**src/rtl/alu_control_pipe_if.sv**
```systemverilog
// Handshake and data bundle between the main control decoder, the ALU control pipe and the ALU.
// The master drives decode requests and the slave returns the staged operation code.
interface alu_control_pipe_if #(
    parameter int FUNC_W  = 3,
    parameter int ALUOP_W = 4,
    parameter int OP_W    = 3,
    parameter int CNT_W   = 8
);
    logic               in_valid;
    logic               stall;
    logic               flush;
    logic [FUNC_W-1:0]  func;
    logic [ALUOP_W-1:0] aluOp;
    logic [OP_W-1:0]    operation;
    logic               out_valid;
    logic               illegal;
    logic [CNT_W-1:0]   illegal_count;

    modport master (
        output in_valid, stall, flush, func, aluOp,
        input  operation, out_valid, illegal, illegal_count
    );

    modport slave (
        input  in_valid, stall, flush, func, aluOp,
        output operation, out_valid, illegal, illegal_count
    );
endinterface

```
**src/rtl/alu_control_pipe.sv**
```systemverilog
// Pipelined ALU control: decodes aluOp/func into an ALU operation code delivered STAGES cycles
// later, with stall/flush support and a saturating counter of accepted illegal encodings.
module alu_control_pipe #(
    parameter int FUNC_W     = 3,
    parameter int ALUOP_W    = 4,
    parameter int OP_W       = 3,
    parameter int STAGES     = 1,
    parameter int ILLEGAL_OP = 0,
    parameter int CNT_W      = 8
) (
    input  logic                clk,
    input  logic                rst,
    alu_control_pipe_if.slave   bus
);

    if (STAGES < 1 || STAGES > 4) begin : g_bad_stages
        $error("alu_control_pipe: STAGES must be in 1..4");
    end
    if (FUNC_W > OP_W) begin : g_bad_func_w
        $error("alu_control_pipe: FUNC_W must not exceed OP_W");
    end
    if (ALUOP_W < 4) begin : g_bad_aluop_w
        $error("alu_control_pipe: ALUOP_W must be at least 4");
    end

    logic              upper_zero;
    logic [OP_W-1:0]   dec_op;
    logic              dec_ill;
    logic              accept;

    logic [STAGES-1:0] stage_valid;
    logic [STAGES-1:0] stage_ill;
    logic [OP_W-1:0]   stage_op [STAGES];
    logic [CNT_W-1:0]  cnt;

    // Any set bit above the 4-bit class field makes the encoding illegal.
    if (ALUOP_W > 4) begin : g_upper
        assign upper_zero = (bus.aluOp[ALUOP_W-1:4] == '0);
    end else begin : g_no_upper
        assign upper_zero = 1'b1;
    end

    always_comb begin
        dec_op  = OP_W'(ILLEGAL_OP);
        dec_ill = 1'b1;
        if (upper_zero) begin
            case (bus.aluOp[3:0])
                4'b0000: begin dec_op = OP_W'(bus.func); dec_ill = 1'b0; end
                4'b0001: begin dec_op = OP_W'(0);        dec_ill = 1'b0; end
                4'b0010: begin dec_op = OP_W'(2);        dec_ill = 1'b0; end
                4'b0011: begin dec_op = OP_W'(3);        dec_ill = 1'b0; end
                4'b0100: begin dec_op = OP_W'(1);        dec_ill = 1'b0; end
                4'b0111: begin dec_op = OP_W'(0);        dec_ill = 1'b0; end
                4'b1000: begin dec_op = OP_W'(0);        dec_ill = 1'b0; end
                4'b1001: begin dec_op = OP_W'(1);        dec_ill = 1'b0; end
                4'b1010: begin dec_op = OP_W'(1);        dec_ill = 1'b0; end
                4'b1011: begin dec_op = OP_W'(6);        dec_ill = 1'b0; end
                4'b1100: begin dec_op = OP_W'(6);        dec_ill = 1'b0; end
                default: begin dec_op = OP_W'(ILLEGAL_OP); dec_ill = 1'b1; end
            endcase
        end
    end

    assign accept = bus.in_valid & ~bus.stall & ~bus.flush;

    // Flush only clears valid bits; stale data is masked at the output.
    always_ff @(posedge clk) begin
        if (rst) begin
            stage_valid <= '0;
            stage_ill   <= '0;
            for (int i = 0; i < STAGES; i++) begin
                stage_op[i] <= '0;
            end
        end else if (bus.flush) begin
            stage_valid <= '0;
        end else if (!bus.stall) begin
            stage_valid[0] <= bus.in_valid;
            stage_ill[0]   <= dec_ill;
            stage_op[0]    <= dec_op;
            for (int i = 1; i < STAGES; i++) begin
                stage_valid[i] <= stage_valid[i-1];
                stage_ill[i]   <= stage_ill[i-1];
                stage_op[i]    <= stage_op[i-1];
            end
        end
    end

    always_ff @(posedge clk) begin
        if (rst) begin
            cnt <= '0;
        end else if (accept && dec_ill && (cnt != {CNT_W{1'b1}})) begin
            cnt <= cnt + 1'b1;
        end
    end

    assign bus.out_valid     = stage_valid[STAGES-1];
    assign bus.operation     = stage_valid[STAGES-1] ? stage_op[STAGES-1] : '0;
    assign bus.illegal       = stage_valid[STAGES-1] & stage_ill[STAGES-1];
    assign bus.illegal_count = cnt;

endmodule
```
**src/flat_wrapper.sv**
```systemverilog
// flat-port wrapper written by rule: the top's interface ports become plain ports
module alu_control_pipe_flat 
#(
    parameter int FUNC_W     = 3,
    parameter int ALUOP_W    = 4,
    parameter int OP_W       = 3,
    parameter int STAGES     = 1,
    parameter int ILLEGAL_OP = 0,
    parameter int CNT_W      = 8
)
  (clk, rst, bus_in_valid, bus_stall, bus_flush, bus_func, bus_aluOp, bus_operation, bus_out_valid, bus_illegal, bus_illegal_count);
  alu_control_pipe_if #(.FUNC_W(FUNC_W), .ALUOP_W(ALUOP_W), .OP_W(OP_W), .CNT_W(CNT_W)) bus_i ();
  input  logic clk;
  input  logic rst;
  input wire logic [$bits(bus_i.in_valid)-1:0] bus_in_valid;
  input wire logic [$bits(bus_i.stall)-1:0] bus_stall;
  input wire logic [$bits(bus_i.flush)-1:0] bus_flush;
  input wire logic [$bits(bus_i.func)-1:0] bus_func;
  input wire logic [$bits(bus_i.aluOp)-1:0] bus_aluOp;
  output wire logic [$bits(bus_i.operation)-1:0] bus_operation;
  output wire logic [$bits(bus_i.out_valid)-1:0] bus_out_valid;
  output wire logic [$bits(bus_i.illegal)-1:0] bus_illegal;
  output wire logic [$bits(bus_i.illegal_count)-1:0] bus_illegal_count;
  assign bus_i.in_valid = bus_in_valid;
  assign bus_i.stall = bus_stall;
  assign bus_i.flush = bus_flush;
  assign bus_i.func = bus_func;
  assign bus_i.aluOp = bus_aluOp;
  assign bus_operation = bus_i.operation;
  assign bus_out_valid = bus_i.out_valid;
  assign bus_illegal = bus_i.illegal;
  assign bus_illegal_count = bus_i.illegal_count;
  alu_control_pipe #(.FUNC_W(FUNC_W), .ALUOP_W(ALUOP_W), .OP_W(OP_W), .STAGES(STAGES), .ILLEGAL_OP(ILLEGAL_OP), .CNT_W(CNT_W)) u_core (.clk(clk), .rst(rst), .bus(bus_i));
endmodule
```
**config.mk**
```make
export PLATFORM = sky130hd
export DESIGN_NAME = alu_control_pipe_flat
export DESIGN_NICKNAME = d
export VERILOG_FILES = /design/src/rtl/alu_control_pipe_if.sv /design/src/rtl/alu_control_pipe.sv /design/src/flat_wrapper.sv
export SDC_FILE = /design/constraint.sdc
export NUM_CORES = 1
export LEC_CHECK = 0
export BUFFER_PORTS_ARGS = -buffer_cell sky130_fd_sc_hd__clkbuf_2
export CORE_UTILIZATION = 48
export DETAILED_ROUTE_END_ITERATION = 16
export PLACE_DENSITY = 0.81
export RECOVER_POWER = 100
export SYNTH_ARGS = -nofsm -noshare
export SYNTH_HDL_FRONTEND = slang
export SYNTH_SLANG_ARGS = --single-unit
export TNS_END_PERCENT = 5
```
**constraint.sdc**
```tcl
create_clock -name clk -period 2.05 [get_ports clk]
set_clock_uncertainty 0.05 [all_clocks]
set_input_delay 0.41 -clock clk [delete_from_list [all_inputs] [get_ports clk]]
set_output_delay 0.41 -clock clk [all_outputs]
set_load 0.05 [all_outputs]
```
==> flow_summary.toml, run 1 <==
[placement]
pre_cts_ws_ns = 0.0651
port_buffers = 24
post-dp-hpwl_mm = 1.37
gp_routability_congestion = 0.791

[cells_and_area]
sequential_cell_area_um2 = 290
fin_nets = 131
antennaDiodeCount = 0
most-common-layout-cells = "22 x clkbuf_1, 10 x dfxtp_1, 9 x a21oi_1, 8 x clkbuf_2, 5 x and2_1"
syn2layout_area_growth_pct = 19.9
post_route_cells_drive_above_1_share_pct = 12.8
multiInputGateArea_um2 = 430
most_common_cell_after_layout_fill_and_taps_aside = "clkbuf_1"
final_core_utilization_pct = 65.9
final.fill_count = 131

[yosys]
netlist_area_um2 = 759
synthFlopType = "dfxtp_1"
synth_edf_count = 3
synth.net_count = 99
synth_area_leaders = "dfxtp_1 26%, edfxtp_1 12%, a21oi_1 5.9%, and2_1 4.1%, o31ai_1 4.0%"
synthesis.area_per_instance_um2 = 8.83
synth_cell_types = 36
netlist_instances = 86
yosysSeqAreaShare_pct = 38.2
synth_largest_area_cell = "dfxtp_1"
synth-async-reset-ratio_pct = 0
synthDominantCellAreaShare_pct = 26.4
synth.ff_latch_count = 13
synthesis_warning_total = 0

[setup_path]
regToRegSetupSlack_ns = 0.46
worstPathArrival_ns = 1.94
startpoint_type = "input pin"
critPathSlowestCell = "or4_1"
reg2reg_depth = 5
worst_setup_path_end_kind = "register"
rr_endpoint = "u_core.bus.illegal_count[4]"
critical_path.cell_chain = "clkbuf_1 -> o21ai_1 -> a2111o_1 -> or4_1 -> a21oi_1"
worst-endpoint-required_ns = 2.21
crit_fanout = 9
crit-reg2reg-launch = "u_core.bus.illegal_count[0]"
critical_path.max_stage_delay_ns = 0.54
critPathKind = "in -> reg"

[min_path]
timing.hold.worst_endpoint = "u_core.bus.out_valid"
hold_path_startpoint = "bus_flush"
worst_hold_path.num_cells = 2
hold_class = "in -> reg"

[cts]
post-cts-setup-buffers = 0
tritoncts.num_buffers = 3
cts.hold.buffers_added = 0
cts_buffer_depth = 2
tritoncts_clock_tree = "done"
clock_sinks = 13
cts_resized = 0
cts_root_buf = "clkbuf_4"
insertion_delay_ns = 0.28
clk_transition_reported_paths_ns = 0.08
cts-htree-levels = 1

[global_route]
grt_util_all_layers_pct = 22.1
globalRouteOverflowTotal = 0
via_count_of_the_first_global_routing_pass = 723
globalRouteMet3Util_pct = 6.52
grt_first_pass_wirelength_mm = 3.02
grt_antenna_before_repair = 0
top_usage_layer = "met2"
groute.layer.met2.usage_pct = 40.3
use_met1_pct = 25.5
grt_max_degree = 14

[routing]
dr_total_vias = 792
drt_pre_antenna_iters = 4
drt-vias-per-instance = 6.00
ant_nets = 0
drcViolationCount = 0
initialDrtViolationCount = 28
routedWlPerCell_um = 13.8
finalWirelength_mm = 1.82

[power_and_ir_drop]
power_density_nw_per_um2 = 549
design_power_total_mw = 0.500
peak_vdd_ir_mv = 0.358
p_leak_nw = 0.311

[floorplan]
core.rowCount = 13
pin_count = 25
die-area_um2 = 1750
dieWidth_um = 41.8
effective_utilization_at_floorplan_pct = 54.9
floorplan.die.height_um = 41.8
core_area_um2 = 1380

[timing]
fin_crit_ns = 1.78
final_critical_path_setup_slack_ns = 0.271
setup_tns_ns = 0
worst_pin_slew_ns = 0.600
drv_slew = 0
layout_worst_path_cycle_share_pct = 86.8
setup_viol = 0
grt_setup_unrepaired = "no"
relSlewSlack_pct = 60.2
timing.fmax_mhz = 562
finalHoldViolations = 0

[job]
maxCapViolCount = 0

[status]
outcome = "finished, final reports clean"
## flip-flops by register name, indices dropped and copies added (netlist names)
| register | count |
|---|---|
| u_core.bus.illegal_count | 8 |
| u_core.bus.out_valid | 1 |
| u_core.stage_ill | 1 |
| u_core.stage_op | 3 |
## stage by stage
step                instances  hold slack (ns)  area [um^2]
global route              132            0.365          911
finish                    132            0.352          911
global placement          128            0.425          923
detailed placement        128            0.450          923
floorplan                  86            0.399          759
CTS                       132            0.336          950
## final cells by class
class,instances,area share [%]
multi-input cells,67,47.3
repair buffers,32,15.5
flip-flops and latches,13,31.9
well taps,15,2.06
inverters,1,0.412
clock buffers,4,2.88
## where the power goes
group	leakage (nW)	internal, mW	switching [mW]
clock network	0.0150	0.0755	0.0875
logic	0.185	0.0254	0.0405
registers	0.111	0.268	0.00266
## critical path: cells and delay by family
| family | cells | cell delay (ns) |
|---|---|---|
| AOI/OAI and AO/OA | 3 | 0.80 |
| buffers and inverters | 1 | 0.19 |
| and+or+nand+nor | 1 | 0.54 |
## layer usage
metal | up-vias | share of wire [%]
li1 | 394 | -
met3 | 2 | 6.6
met4 | 0 | 0.55
met1 | 365 | 42
met5 | - | 0
met2 | 31 | 51
## worst max path at each step
stage | slack, ns | from | cells after the start | to
finish | 0.27 | bus_aluOp[1] | 5 | u_core.bus.illegal_count[7]
global placement | 0.10 | bus_aluOp[0] | 5 | u_core.bus.illegal_count[7]
floorplan | 0.21 | bus_aluOp[0] | 5 | u_core.bus.illegal_count[7]
global route | 0.16 | bus_aluOp[1] | 5 | u_core.bus.illegal_count[4]
CTS | 0.34 | bus_aluOp[0] | 5 | u_core.bus.illegal_count[7]
detailed placement | 0.07 | bus_aluOp[0] | 5 | u_core.bus.illegal_count[4]
## kinds of logic (layout without fill, tap and decap cells)
family,after synthesis,count (layout),synth area share [%]
simple gates,35,35,27.8
compound gates,31,31,27.2
flops,13,13,38.2
buf+inv,6,37,5.10
fa+ha+maj,1,1,1.65
## Yosys cell counts, types with 2 or more instances
cell and n:
a2111o_1 2, a21oi_1 9, and2_1 5, buf_4 2, dfxtp_1 10, edfxtp_1 3
nand2_1 3, nand2b_1 3, nand3_1 4, nor2_1 4, nor2b_1 2, nor3_1 2
o21a_1 2, o21ai_0 2, o21ai_1 4, o21bai_1 2, o31ai_1 4, or3_1 3
or4_1 3
Power figures use the tool's default switching activity.
==> run 2: changes to the inputs <==
--- a/config.mk
+++ b/config.mk
@@ -7,4 +7,5 @@
 export LEC_CHECK = 0
 export BUFFER_PORTS_ARGS = -buffer_cell sky130_fd_sc_hd__clkbuf_2
+export CAP_MARGIN = 5
 export CORE_UTILIZATION = 48
 export DETAILED_ROUTE_END_ITERATION = 16
==> constraint.sdc (replaced) <==
create_clock -name clk -period 1.8 [get_ports clk]
set_clock_uncertainty 0.05 [all_clocks]
set_input_delay 0.09 -clock clk [delete_from_list [all_inputs] [get_ports clk]]
set_output_delay 0.09 -clock clk [all_outputs]
set_load 0.05 [all_outputs]
==> run 2 against run 1 <==
Effect of this change: combinational power rose by 6.5%; global-route usage rose by 0.17 points; sequential cell count did not move; largest power group unchanged; via count up 0.51%; critical endpoint is now u_core.bus.illegal_count[4]; core utilization shrank 1.4 points; register-to-register slack got worse by 0.26 ns; non-clock buffer count fell by 5; count of clock-buffer cells in the layout did not move; final cell count decreased by 3.8%.
==> flow_summary.toml, run 2 (synthesis gave the netlist of run 1 again) <==
[timing]
finalHoldViolations = 0
setup_tns_ns = 0
grt_setup_unrepaired = "no"
timing.fmax_mhz = 625
fin_crit_ns = 1.60
drv_slew = 0
setup_viol = 0
final_critical_path_setup_slack_ns = 0.200
relSlewSlack_pct = 60.5
layout_worst_path_cycle_share_pct = 88.9
worst_pin_slew_ns = 0.595

[cells_and_area]
post_route_cells_drive_above_1_share_pct = 14.3
most-common-layout-cells = "16 x clkbuf_1, 10 x clkbuf_2, 10 x dfxtp_1, 9 x a21oi_1, 5 x and2_1"
number_of_flip_flops_in_the_largest_register = 8
multiInputGateArea_um2 = 430
most_common_cell_after_layout_fill_and_taps_aside = "clkbuf_1"
syn2layout_area_growth_pct = 17.3
finalNonFillerCells = 127
antennaDiodeCount = 0
sequential_cell_area_um2 = 290
final.fill_count = 119
fin_nets = 126

[floorplan]
core_area_um2 = 1380
dieWidth_um = 41.8
effective_utilization_at_floorplan_pct = 54.9
floorplan.die.height_um = 41.8
die-area_um2 = 1750
pin_count = 25
core.rowCount = 13

[setup_path]
critical_path.top_delay_family = "simple AND/OR/NAND/NOR gates"
reg2reg_depth = 5
critical_path_depth = 5
worst_setup_path_endpoint = "u_core.bus.illegal_count[4]"
rr_endpoint = "u_core.bus.illegal_count[4]"
critPathKind = "reg -> reg"
critical_path.max_stage_delay_ns = 0.49
startpoint_type = "register"
worst_setup_path_end_kind = "register"
critPathSlowestCell = "or4_1"
critical_path.cell_chain = "ha_1 -> nand3_1 -> nor2_1 -> or4_1 -> a21oi_1"
worst-endpoint-required_ns = 1.96
worstPathBufferInverterCount = 0
critical_path.startpoint = "u_core.bus.illegal_count[0]"
regToRegSetupSlack_ns = 0.20
crit_fanout = 7
worstPathArrival_ns = 1.76
crit-reg2reg-launch = "u_core.bus.illegal_count[0]"

[status]
outcome = "finished, final reports clean"

[power_and_ir_drop]
power_density_nw_per_um2 = 634
clockPowerShare_pct = 32.9
p_leak_nw = 0.306
power.net_switching_mw = 0.148
design_power_total_mw = 0.564
peak_vdd_ir_mv = 0.305
switching_share_pct = 26.2
relative_contribution_of_sequential_cells_to_total_power_pct = 54.6
internal-power_mw = 0.417
comb_power_share_pct = 12.4

[cts]
tritoncts.num_buffers = 3
cts_root_buf = "clkbuf_4"
cts_buffer_depth = 2
insertion_delay_ns = 0.28
clk_transition_reported_paths_ns = 0.08
cts_resized = 0
cts.hold.buffers_added = 0
cts-htree-levels = 1
tritoncts_clock_tree = "done"
post-cts-setup-buffers = 0
clock_sinks = 13

[global_route]
grt_first_pass_wirelength_mm = 3.02
globalRouteOverflowTotal = 0
via_count_of_the_first_global_routing_pass = 703
grt_util_all_layers_pct = 22.3
grt_antenna_before_repair = 0
grt_max_degree = 14

[routing]
drt-vias-per-instance = 6.27
drcViolationCount = 0
ant_nets = 0
dr_total_vias = 796
finalWirelength_mm = 1.83
initialDrtViolationCount = 38
routedWlPerCell_um = 14.4
drt_pre_antenna_iters = 4

[placement]
pre_cts_ws_ns = 0.101
port_buffers = 24
placedCellCount = 123
post-dp-hpwl_mm = 1.31
gp_routability_congestion = 0.804

[job]
maxCapViolCount = 0

[min_path]
hold_class = "in -> reg"
## run 2: changes by cell type in the layout (fill, tap and decap cells not counted), sizes merged
cell	delta
clkbuf	-4
buf	-1
## run 2: worst min-delay path by stage
stage / from / endpoint / slack (ns) / depth (start not counted)
after floorplan: bus_flush / u_core.bus.out_valid / 0.12 / 1
after global placement: bus_flush / u_core.bus.out_valid / 0.30 / 2
after detailed placement: bus_flush / u_core.bus.out_valid / 0.31 / 2
after CTS: bus_flush / u_core.bus.out_valid / 0.009 / 2
after global routing: bus_flush / u_core.bus.out_valid / 0.03 / 2
final: bus_flush / u_core.bus.out_valid / 0.02 / 2
## run 2: area by class of cell
type / count / area share (%)
Multi-Input combinational cell: 67 / 48.3
Sequential cell: 13 / 32.6
Timing Repair Buffer: 27 / 13.6
Clock buffer: 4 / 2.95
Tap cell: 15 / 2.11
Inverter: 1 / 0.421
## run 2: routing by layer
| layer | vias to the layer above | track usage, % | wire length [um] |
|---|---|---|---|
| met4 | 0 | 12.3 | 64 |
| met1 | 358 | 29.3 | 791 |
| met5 | - | 0 | 0 |
| met3 | 8 | 4.78 | 152 |
| li1 | 385 | - | - |
| met2 | 45 | 33.8 | 816 |
## run 2: power groups by stage
stage	logic (mW)	clock network [mW]	registers (mW)
6_report	0.0703	0.186	0.308
4_1_cts	0.0717	0.190	0.308
5_1_grt	0.0771	0.203	0.309
3_3_place_gp	0.0679	0	0.315
3_5_place_dp	0.0711	0	0.315
2_1_floorplan	0.0433	0	0.319
## run 2: metrics by stage
stage | cell area (um^2) | hold slack [ns] | util [%]
after floorplan | 759 | 0.118 | -
after global placement | 886 | 0.299 | 64.1
after detailed placement | 886 | 0.309 | 64.1
after CTS | 912 | 0.00944 | 66.0
after global routing | 891 | 0.0279 | 64.4
final | 891 | 0.0196 | 64.4
## run 2: worst reg2reg max path, stage by stage, from the launching register on
cell,delay [ns]
dfxtp_1,0.35
ha_1,0.26
nand3_1,0.12
nor2_1,0.11
or4_1,0.49
a21oi_1,0.15
==> run 3: changes to the inputs <==
==> constraint.sdc (replaced) <==
create_clock -name clk -period 1.8 [get_ports clk]
set_clock_uncertainty 0.05 [all_clocks]
set_input_delay 0.36 -clock clk [delete_from_list [all_inputs] [get_ports clk]]
set_output_delay 0.36 -clock clk [all_outputs]
set_load 0.05 [all_outputs]
==> run 3 against run 2 <==
Effect of this change: register-to-register slack improved by 0.03 ns; first-iteration DRC count decreased by 66%; final area increased by 5.5%; sequential power about the same; hold slack improved by 0.34 ns; setup slack got worse by 0.036 ns; maximum frequency decreased by 2.2%; global-route usage decreased by 0.33 points; count of clock-buffer cells in the layout unchanged; power increased by 0.55%; wire length decreased by 5.5%; largest power group unchanged.
==> flow_summary.toml, run 3 (synthesis gave the netlist of run 1 again) <==
[min_path]
worst_hold_path.num_cells = 3
hold_path_startpoint = "bus_flush"
hold_class = "in -> reg"

[setup_path]
crit_fanout = 6
critPathKind = "in -> reg"
reg2reg_depth = 5
worstPathArrival_ns = 1.79
worst-endpoint-required_ns = 1.95
critical_path.startpoint = "bus_aluOp[0]"
startpoint_type = "input pin"
worst_setup_path_end_kind = "register"
crit-reg2reg-launch = "u_core.bus.illegal_count[0]"

[placement]
placed_cell_area_um2 = 946
placedCellCount = 131
port_buffers = 24
gp_routability_congestion = 0.824
post-dp-hpwl_mm = 1.33

[timing]
grt_setup_unrepaired = "no"
timing.hold.ws_ns = 0.357
worst_pin_slew_ns = 0.602
relSlewSlack_pct = 60.0
layout_worst_path_cycle_share_pct = 90.9
fin_crit_ns = 1.64
timing.fmax_mhz = 611
finalHoldViolations = 0
drv_slew = 0
setup_viol = 0

[cells_and_area]
antennaDiodeCount = 0
fin_nets = 134
most_common_cell_after_layout_fill_and_taps_aside = "clkbuf_1"
most-common-layout-cells = "17 x clkbuf_1, 13 x clkbuf_2, 10 x dfxtp_1, 9 x a21oi_1, 6 x buf_4"
finalNonFillerCells = 135
post_route_cells_drive_above_1_share_pct = 19.2
final.fill_count = 123
number_of_flip_flops_in_the_largest_register = 8
syn2layout_area_growth_pct = 23.7
finish.instance_area_um2 = 940

[cts]
tritoncts.num_buffers = 3
cts_root_buf = "clkbuf_4"
cts_buffer_depth = 2
tritoncts_clock_tree = "done"
cts.hold.buffers_added = 0
insertion_delay_ns = 0.27
post-cts-setup-buffers = 0
cts-htree-levels = 1
clock_sinks = 13
cts_resized = 0
clk_transition_reported_paths_ns = 0.08

[routing]
routedWlPerCell_um = 12.8
routed_length_on_met2_um = 786
wirelength_met1_um = 795
finalWirelength_mm = 1.72
initialDrtViolationCount = 13
ant_nets = 0
met3_wirelength_from_detailed_routing_um = 115
maxUsedRoutingLayer = "met4"
drt-vias-per-instance = 5.98
dr_total_vias = 807
drt_pre_antenna_iters = 4
drcViolationCount = 0

[floorplan]
effective_utilization_at_floorplan_pct = 54.9
die-area_um2 = 1750
dieWidth_um = 41.8
pin_count = 25
core_area_um2 = 1380
floorplan.die.height_um = 41.8
core.rowCount = 13

[global_route]
grt_first_pass_wirelength_mm = 3.00
grt_util_all_layers_pct = 22.0
grt_max_degree = 14
via_count_of_the_first_global_routing_pass = 684
globalRouteOverflowTotal = 0
grt_antenna_before_repair = 0

[power_and_ir_drop]
power_density_nw_per_um2 = 604
p_leak_nw = 0.341
peak_vdd_ir_mv = 0.306

[status]
outcome = "finished, final reports clean"

[job]
maxCapViolCount = 0
==> run 3: cell count changes in the layout (fill, tap and decap cells not counted), sizes merged <==
cell / change
buf: +4
clkbuf: +4
==> run 3: worst max-delay path, cell delays in order <==
cell      delay (ns)
clkbuf_1        0.12
nor2b_4         0.14
a2111o_1        0.48
or4_1           0.53
a21oi_1         0.16
==> run 3: final timing paths <==
path	to	slack (ns)
max reg2reg	u_core.bus.illegal_count[4]	0.23
max	u_core.bus.illegal_count[5]	0.16
min	u_core.bus.out_valid	0.36
min reg2reg	u_core.stage_ill	0.47
==> run 3: power by group <==
part           switching [mW]  internal, mW  total (mW)
Sequential            0.00287         0.305       0.308
Clock                  0.0936        0.0858       0.179
Combinational          0.0469        0.0329      0.0799
Total                   0.143         0.424       0.568
==> run 3: final cells by class <==
class,instances,area [um^2],share of cell area [%]
multi-input cells,67,430,45.8
flip-flops and latches,13,290,30.9
inverters,1,3.75,0.399
well taps,15,18.8,2.00
clock buffers,4,26.3,2.80
repair buffers,35,170,18.1
==> run 3: stage by stage <==
step / util (%) / worst slack (ns) / power (mW) / TNS [ns]
detailed placement: 68.4 / -0.0965 / 0.399 / -0.415
global route: 68.0 / 0.0843 / 0.594 / 0
global placement: 68.4 / -0.0603 / 0.395 / -0.216
floorplan: - / 0.0104 / 0.362 / 0
finish: 68.0 / 0.163 / 0.568 / 0
CTS: 70.3 / 0.177 / 0.577 / 0
==> run 3: per-layer routing <==
layer | up-vias | GRT usage, %
li1 | 398 | -
met1 | 369 | 29.1
met2 | 36 | 35.3
met3 | 4 | 4.35
met4 | 0 | 7.74
met5 | - | 0
